<file path="src/rtl/shift_pkg.sv">
// Shared types for the iterative shifter.
//   shift_op_e    : operation codes on op_i (codes 5..7 are reserved, pass-through)
//   shift_state_e : control FSM states of shift_iter
//   is_shift_op() : true for the five defined operations
package shift_pkg;

  typedef enum logic [2:0] {
    SH_SLL = 3'd0,
    SH_SRL = 3'd1,
    SH_SRA = 3'd2,
    SH_ROL = 3'd3,
    SH_ROR = 3'd4
  } shift_op_e;

  typedef enum logic [1:0] {
    IDLE  = 2'd0,
    SHIFT = 2'd1,
    DONE  = 2'd2
  } shift_state_e;

  function automatic logic is_shift_op(input logic [2:0] op);
    return op <= 3'd4;
  endfunction

endpackage

</file>
<file path="src/rtl/shift_step.sv">
// One iteration of the shifter: shifts or rotates data_i by amt_i bits.
// Purely combinational.
//   op_i   : operation (shift_op_e); reserved codes pass data_i through
//   data_i : working value
//   amt_i  : bits to move this step, 0..STEP
//   sign_i : fill bit for SRA (the operand's original sign)
//   data_o : stepped value
module shift_step
  import shift_pkg::*;
#(
  parameter  int XLEN  = 32,
  parameter  int STEP  = 4,
  localparam int AMT_W = $clog2(STEP + 1)
) (
  input  logic [2:0]       op_i,
  input  logic [XLEN-1:0]  data_i,
  input  logic [AMT_W-1:0] amt_i,
  input  logic             sign_i,
  output logic [XLEN-1:0]  data_o
);

  // Mask of the top amt_i bits, used to inject the sign on arithmetic shifts.
  logic [XLEN-1:0] hi_mask;
  assign hi_mask = ~({XLEN{1'b1}} >> amt_i);

  // NOTE: data_o gets a default before the case so every path assigns it
  // and no latch is inferred for the reserved opcodes.
  always_comb begin
    data_o = data_i;
    case (op_i)
      SH_SLL:  data_o = data_i << amt_i;
      SH_SRL:  data_o = data_i >> amt_i;
      SH_SRA:  data_o = (data_i >> amt_i) | (hi_mask & {XLEN{sign_i}});
      // A shift by XLEN yields zero, so amt_i == 0 leaves data unchanged.
      SH_ROL:  data_o = (data_i << amt_i) | (data_i >> (XLEN - int'(amt_i)));
      SH_ROR:  data_o = (data_i >> amt_i) | (data_i << (XLEN - int'(amt_i)));
      default: data_o = data_i;
    endcase
  end

endmodule

</file>
<file path="src/rtl/shift_iter.sv">
// Multi-cycle iterative shifter with valid/ready handshakes and flush.
// Moves up to STEP bits per cycle until the requested amount is consumed.
//   clk_i, rst_i            : clock, synchronous active-high reset
//   flush_i                 : abort in-flight/pending operation
//   in_valid_i/in_ready_o   : request handshake (op_i, op1_i, op2_i)
//   out_valid_o/out_ready_i : result handshake (res_o)
//   busy_o                  : unit not idle
module shift_iter
  import shift_pkg::*;
#(
  parameter int XLEN = 32,
  parameter int STEP = 4
) (
  input  logic            clk_i,
  input  logic            rst_i,
  input  logic            flush_i,
  input  logic            in_valid_i,
  output logic            in_ready_o,
  input  logic [2:0]      op_i,
  input  logic [XLEN-1:0] op1_i,
  input  logic [XLEN-1:0] op2_i,
  output logic            out_valid_o,
  input  logic            out_ready_i,
  output logic [XLEN-1:0] res_o,
  output logic            busy_o
);

  localparam int SHAMT_W = $clog2(XLEN);
  localparam int AMT_W   = $clog2(STEP + 1);

  shift_state_e       state_q, state_d;
  logic [2:0]         op_q,    op_d;
  logic [XLEN-1:0]    data_q,  data_d;
  logic [SHAMT_W-1:0] rem_q,   rem_d;
  logic               sign_q,  sign_d;

  logic               accept;
  logic [SHAMT_W-1:0] shamt;
  logic [SHAMT_W-1:0] rem_after;
  logic [AMT_W-1:0]   amt;
  logic [XLEN-1:0]    step_data;

  // Shift amounts are modulo XLEN; the upper operand bits are deliberately dropped.
  logic unused_op2_hi;
  assign unused_op2_hi = ^op2_i[XLEN-1:SHAMT_W];
  assign shamt         = op2_i[SHAMT_W-1:0];

  // A new request may land in the same cycle the previous result is taken.
  assign in_ready_o  = !rst_i && !flush_i &&
                       (state_q == IDLE || (state_q == DONE && out_ready_i));
  assign accept      = in_valid_i && in_ready_o;
  assign out_valid_o = (state_q == DONE);
  assign busy_o      = (state_q != IDLE);
  assign res_o       = data_q;

  // Step size is min(STEP, remaining); the comparison is done at int width
  // because STEP may exceed the range of rem_q.
  always_comb begin
    if (int'(rem_q) >= STEP) amt = AMT_W'(STEP);
    else                     amt = AMT_W'(rem_q);
  end

  assign rem_after = rem_q - SHAMT_W'(amt);

  shift_step #(
    .XLEN (XLEN),
    .STEP (STEP)
  ) u_step (
    .op_i   (op_q),
    .data_i (data_q),
    .amt_i  (amt),
    .sign_i (sign_q),
    .data_o (step_data)
  );

  always_comb begin
    state_d = state_q;
    op_d    = op_q;
    data_d  = data_q;
    rem_d   = rem_q;
    sign_d  = sign_q;
    if (flush_i) begin
      // Result register is left untouched so res_o keeps its last value.
      state_d = IDLE;
      rem_d   = '0;
    end else if (accept) begin
      op_d   = op_i;
      data_d = op1_i;
      sign_d = op1_i[XLEN-1];
      // Zero shifts and reserved codes finish immediately with res = op1.
      if (shamt != '0 && is_shift_op(op_i)) begin
        rem_d   = shamt;
        state_d = SHIFT;
      end else begin
        rem_d   = '0;
        state_d = DONE;
      end
    end else begin
      case (state_q)
        SHIFT: begin
          data_d = step_data;
          rem_d  = rem_after;
          if (rem_after == '0) state_d = DONE;
        end
        DONE:    if (out_ready_i) state_d = IDLE;
        default: state_d = state_q;
      endcase
    end
  end

  // NOTE: sequential state uses non-blocking assignments so every register
  // samples the pre-edge values, independent of statement order.
  always_ff @(posedge clk_i) begin
    if (rst_i) begin
      state_q <= IDLE;
      op_q    <= 3'd0;
      data_q  <= '0;
      rem_q   <= '0;
      sign_q  <= 1'b0;
    end else begin
      state_q <= state_d;
      op_q    <= op_d;
      data_q  <= data_d;
      rem_q   <= rem_d;
      sign_q  <= sign_d;
    end
  end

endmodule

</file>
<file path="config.mk">
export PLATFORM = sky130hd
export DESIGN_NAME = shift_iter
export DESIGN_NICKNAME = d
export VERILOG_FILES = /design/src/rtl/shift_pkg.sv /design/src/rtl/shift_step.sv /design/src/rtl/shift_iter.sv
export SDC_FILE = /design/constraint.sdc
export NUM_CORES = 1
export LEC_CHECK = 0
export BUFFER_PORTS_ARGS = -buffer_cell sky130_fd_sc_hd__buf_2
export CORE_ASPECT_RATIO = 1.75
export CORE_MARGIN = 1
export CORE_UTILIZATION = 30
export CTS_CLUSTER_DIAMETER = 30
export DETAILED_ROUTE_END_ITERATION = 10
export GPL_ROUTABILITY_DRIVEN = 0
export GPL_TIMING_DRIVEN = 0
export MAX_ROUTING_LAYER = met4
export PLACE_DENSITY = 0.45
export SLEW_MARGIN = 20
export SYNTH_ARGS = -nofsm -noshare
export SYNTH_HDL_FRONTEND = slang
export SYNTH_SLANG_ARGS = --single-unit
</file>
<file path="constraint.sdc">
create_clock -name clk_i -period 3.1 [get_ports clk_i]
set_input_delay 0.62 -clock clk_i [delete_from_list [all_inputs] [get_ports clk_i]]
set_output_delay 0.62 -clock clk_i [all_outputs]
set_load 0.02 [all_outputs]
</file>
# --- After elaboration in Yosys (flattened, before gate mapping) ---
# Cells that the tools add are included.
# W data, S select, Z words.
word_totals:
  reg_bits: 43
  inputBits: 72
  out_inout_bits: 35
  word_cells: 60
op_classes:
  n_addsub: 2
  n_reduce_logical: 20
  bitwise: 6
  muxes: 12
  n_shift: 5
  magnitude_cmp: 2
  eq_ne: 8
ops:
  columns: ["operator", "count"]
  rows:
  - ["$pmux W32 S5", 1]
  - ["$or A32 B32 Y32", 3]
  - ["$mux W32", 2]
  - ["$and A32 B32 Y32", 1]
  - ["$not A32 Y32", 1]
  - ["$shl A32 B3 Y32", 1]
  - ["$shl A32 B32 Y32", 1]
  - ["$shr A32 B3 Y32", 1]
  - ["$shr A32 B3 Y32 const A", 1]
  - ["$shr A32 B32 Y32", 1]
  - ["$mux W5", 3]
  - ["$mux W2", 4]
  - ["$sub A6 B3 Y7 const A", 1]
  - ["$eq A3 B2 Y1 const B", 2]
  - ["$reduce_and A3 Y1", 2]
  - ["$reduce_bool A6 Y1", 1]
  - ["$ge A5 B3 Y1 const B", 1]
  - ["$logic_and A1 B1 Y1", 5]
  - ["$logic_not A5 Y1", 1]
  - ["$reduce_bool A5 Y1", 1]
  - ["$sub A5 B3 Y5", 1]
  - ["$pmux W2 S2", 1]
  - ["$reduce_bool A2 Y1", 2]
  - ["$eq A3 B1 Y1 const B", 1]
  - ["15 further kinds", 16]

# --- Logic depth before layout (Yosys ltp) ---
depth:
  depth_word: 9
  depth_mapped: 17
  depth_no_buf: 12

# --- Hierarchy ---
# Synthesis repeated with hierarchy kept, for this count alone.
unflattened:
  hier_cells: 869
  hier_area_um2: 7099.3
modules_own_cells:
  columns: ["module", "seq_area_each_um2", "area_per_inst_um2", "instances", "cells_per_inst"]
  rows:
  - ["shift_step", 0.0, 5003.5, 1, 593]
  - ["shift_iter", 860.8, 2095.8, 1, 276]

# --- Least setup slack after synthesis ---
# OpenSTA, ideal clock, no wires.
synth_timing:
  path_type: "reg-to-reg"
  startpoint: "register rem_q[2]"
  endpoint: "register data_q[18], in the netlist res_o[18]"
  arrival_ps: 3278
  period_less_slack_ps: 3413
  setup_time_ps: 136
  stages_incl_launch_ff: 17
  slack_ps: -313
  cell_sequence: "dfxtp_1 > buf_2 > or3_1 > buf_2 > nor2_2 > inv_1 > buf_2 > ha_1 > inv_1 > ha_1 > buf_2 > clkbuf_1 > clkbuf_1 > nand2_1 > o211a_1 > o41ai_1 > o211ai_1"
synth_between:
  elab_chain_len: 9
  word_cells_on_any_way: 16
  cone_classes: "add/sub (1); order compare (1); shift (5); mux (4); bitwise (5)"
synth_rtl:
  columns: ["item", "line_no", "rtl"]
  rows:
  - ["start: declaration", "shift_iter.sv:34", "logic [SHAMT_W-1:0] rem_q, rem_d;"]
  - ["start signal: assignment", "shift_iter.sv:124", "rem_q <= rem_d;"]
  - ["$ge A5 B3 Y1", "shift_iter.sv:59", "if (int'(rem_q) >= STEP) amt = AMT_W'(STEP);"]
  - ["$mux W3 *", "shift_iter.sv:59", null]
  - ["parallel branches: the longest is 4 deep, another holds $sub A6 B3 Y7", null, null]
  - ["$pmux W32 S5 *", "shift_step.sv:30", "case (op_i)"]
  - ["$mux W32 *", "shift_iter.sv:99", "case (state_q)"]
  - ["$mux W32 *", "shift_iter.sv:86", "end else if (accept) begin"]
  - ["end signal: assignment", "shift_iter.sv:123", "data_q <= data_d;"]
  - ["end: declaration", "shift_iter.sv:33", "logic [XLEN-1:0] data_q, data_d;"]
# Every way passes the cells marked *. The select of a mux whose other input is x is not followed.
# A chain may end at the register's enable or synchronous reset.

# --- Worst setup path in the final report ---
layout_timing:
  startpoint: "register rem_q[3]"
  endpoint: "register data_q[3], in the netlist res_o[3]"
layout_between:
  elab_chain_len: 9
  word_cells_on_any_way: 16
  cone_classes: "add/sub (1); order compare (1); shift (5); mux (4); bitwise (5)"
layout_rtl:
  columns: ["item", "line_no"]
  rows:
  - ["$ge A5 B3 Y1 *", "shift_iter.sv:59"]
  - ["$mux W3 *", "shift_iter.sv:59"]
  - ["parallel branches: the longest is 4 deep, another holds $sub A6 B3 Y7", null]
  - ["$pmux W32 S5 *", "shift_step.sv:30"]
  - ["$mux W32 *", "shift_iter.sv:99"]
  - ["$mux W32 *", "shift_iter.sv:86"]
# Marked as above.

==> results.md <==
* Status: finished, violations left
* Failing checks: negative setup slack
* Worst Path Arrival at around 3.4 ns
* Worst Path Buf+Inv at 4
* Layout cells sized above 1 at 0.370
* Logic pwr share at 0.514
* Final setup fails at 12
* Vias/cell at 6.95
* Ys async rst share at 0
* Die W at 114 um
* Area after DPL at around 7400 um^2
* Cell Chain, Critical Path: buf_6 > or3_4 > buf_6 > clkbuf_8 > ha_4 > buf_12 > mux2_2 > mux2i_4 > o22ai_2 > nand2_1 > o211ai_1 > a22o_1
* Sequential area share after synthesis at 0.130
* DRT antenna net count at 0
* Leak pwr at 3.04 nW
* CP max stage delay at 0.48 ns
* Area growth syn-to-layout at 29.6%
* Tcrit/Tclk final at 1.02
* Core area at 21600 um^2
* Fin worst setup slack at -0.0540 ns
* I/O Pins at 107
* Chip height at 199 um
* Max-slew violations at 0
* Clock transition at path regs at about 0.07 ns
* Clock Path Buffers at 2
* Number of port buffers at 78
* Unique masters post-synth at 91
* Startpoint types: flip-flop
* Crit path top cell by count: buf_6
* Starting Density at 0.308
* Number of H-tree levels at 2
* Routed WL at roughly 44000 um
* Gate Count Post-Synth at 826
* Drt first pass iters at 5
* Via count at 8598
* Seq pwr share at 0.244
* Delay-heaviest family, CP: buffers and inverters
* Internal power at 1.32 mW
* Vias in the first global route at 8463
* Remaining Overflow, GRT at 0
* Worst skew pair latency at 0.35 ns
* CTS tree: built
* CP max-delay cell: or3_4
* Critical Path Sink Type: flip-flop
* Number of flops mapped to enable cells by yosys at 0
* WS Path Type: reg -> reg
* Std-Cell Rows at 71
* Tmin final at 3.15 ns
* FF+latch count, synth at 43
* Synth Cell Area at 6640 um^2
* Clk pwr share at 0.242
* P per Cell Area at approximately 290 nW/um^2
* Hold WS at 0.519 ns
* YS warnings at 0
* Fmax at 317 MHz
* DRC at 0
* Max Cap Viol at 0
* Peak supply drop at 0.000187 V
* Routed len/inst at between 30 and 40 um
* Worst EP required at 3.33 ns
* Main synth FF type: dfxtp_1
* First-pass GRT wire length at 62000 um
* Nets at 1018
* Switching Fraction at 0.465
* Overall die area at 22800 um^2
* Syn nets at roughly 900
* Hold Crit Class: in -> reg
* Fin. Hold Viols at 0
* Worst-margin pin slew at ~1.1 ns
* Post-layout util at 0.399
* Fill cells at 2272
* Switching Power at 1.15 mW
* Antenna violations before repair at 4
* GRT Total Usage at 0.406
* Most frequent cells in the layout: nand2_1, buf_2, a21oi_1, mux2i_1, clkbuf_1
* Post-layout instance area at 8600 um^2
* CTS buffer count at 5
* Commonest non-fill, non-tap cell in the layout: nand2_1
* Root buffer cell: clkbuf_16
* Avg Synthesized Cell Area at around 8.0 um^2
* Total Neg Setup Slack at -0.315 ns
* RSZ-0062 raised after global routing: true
* Largest net degree at the start of global routing at 20
* Slew margin rel. at 0.297
* Worst Skew at 0.00654 ns
* CP Max Fanout at 10
* Initial DRC count at a little under 900
* Post-CTS Hold Buffers at 0
* Clock Sinks at 43
* Post-DP HPWL at approximately 31000 um
-- Yosys cell counts, types with 8 or more instances --
cell type / n / share of area
a211oi_1: 21 / 0.024
dfxtp_1: 43 / 0.13
mux2i_1: 66 / 0.099
inv_1: 8 / 0.0045
nand2_1: 101 / 0.057
o21ai_0: 31 / 0.023
mux4_2: 41 / 0.14
buf_2: 30 / 0.023
nand3_1: 13 / 0.0098
nor3_1: 22 / 0.017
nor2_1: 46 / 0.026
o221ai_1: 29 / 0.038
mux2_2: 22 / 0.037
a21oi_1: 66 / 0.050
nor2b_1: 9 / 0.0085
a31oi_1: 14 / 0.013
clkbuf_1: 59 / 0.033
o22ai_1: 11 / 0.010
a221oi_1: 11 / 0.015
o211ai_1: 11 / 0.012
-- state kept, by name, summed over array words and instances, names as in the netlist --
register	count
sign_q	1
op_q	3
res_o	32
rem_q	5
state_q	2
-- what timing repair did --
action | in CTS | in global routing
gates resized for setup | 125 | 56
cloned | 1 | 0
pin swaps | 27 | 16
buffers inserted | 30 | 5
endpoints found under the setup margin | 37 | 31
-- cell families after synthesis --
kind of cell	synth area share
adders and majority gates	0.00942
xor gates and xnor gates	0.00509
other	0.000565
AOI/OAI and AO/OA	0.291
DFF	0.130
muxes	0.289
buffers and inverters	0.0965
and+or+nand+nor	0.179
-- power by group through the flow --
stage,clock network [mW],logic [mW],registers (mW)
after floorplan,0,0.608,0.628
after global placement,0,1.04,0.615
after detailed placement,0,1.03,0.616
after CTS,0.589,1.17,0.603
after global routing,0.622,1.29,0.606
final,0.597,1.27,0.604
-- worst min-delay path, cell delays in order --
cell,delay [ns]
buf_2,0.10
nand2_1,0.05
a21oi_1,0.05
-- final timing paths --
path | from | end | slack, ns | cells past startpoint
min | op_i[1] | op_q[1] | 0.52 | 3
max reg2reg | rem_q[3] | res_o[3] | -0.05 | 12
min reg2reg | sign_q | sign_q | 0.53 | 2
max | rem_q[3] | res_o[3] | -0.05 | 12
-- metal layers --
layer / vias up / wire [um] / GRT usage
met5: - / 0 / -
met1: 4135 / 14500 / 0.413
met2: 728 / 19800 / 0.615
li1: 3436 / - / -
met4: 0 / 4930 / 0.376
met3: 299 / 4590 / 0.130
-- per-stage QoR --
step           worst slack, ns  cells  total power [mW]
2_1_floorplan          0.00734    826              1.24
3_3_place_gp             -1.30   1196              1.65
3_5_place_dp             -1.26   1196              1.65
4_1_cts                 -0.143   1233              2.36
5_1_grt                 -0.139   1238              2.52
6_report               -0.0540   1238              2.47
-- final cells by class --
class	instances	area (um^2)	area share
Tap cell	292	365	0.0425
Clock inverter	1	5.00	0.000582
Timing Repair Buffer	114	727	0.0845
Buffer	104	802	0.0932
Inverter	12	65.1	0.00756
Antenna cell	4	10.0	0.00116
Sequential cell	43	867	0.101
Multi-Input combinational cell	661	5630	0.654
Clock buffer	7	133	0.0154
Power figures use the tool's default switching activity.
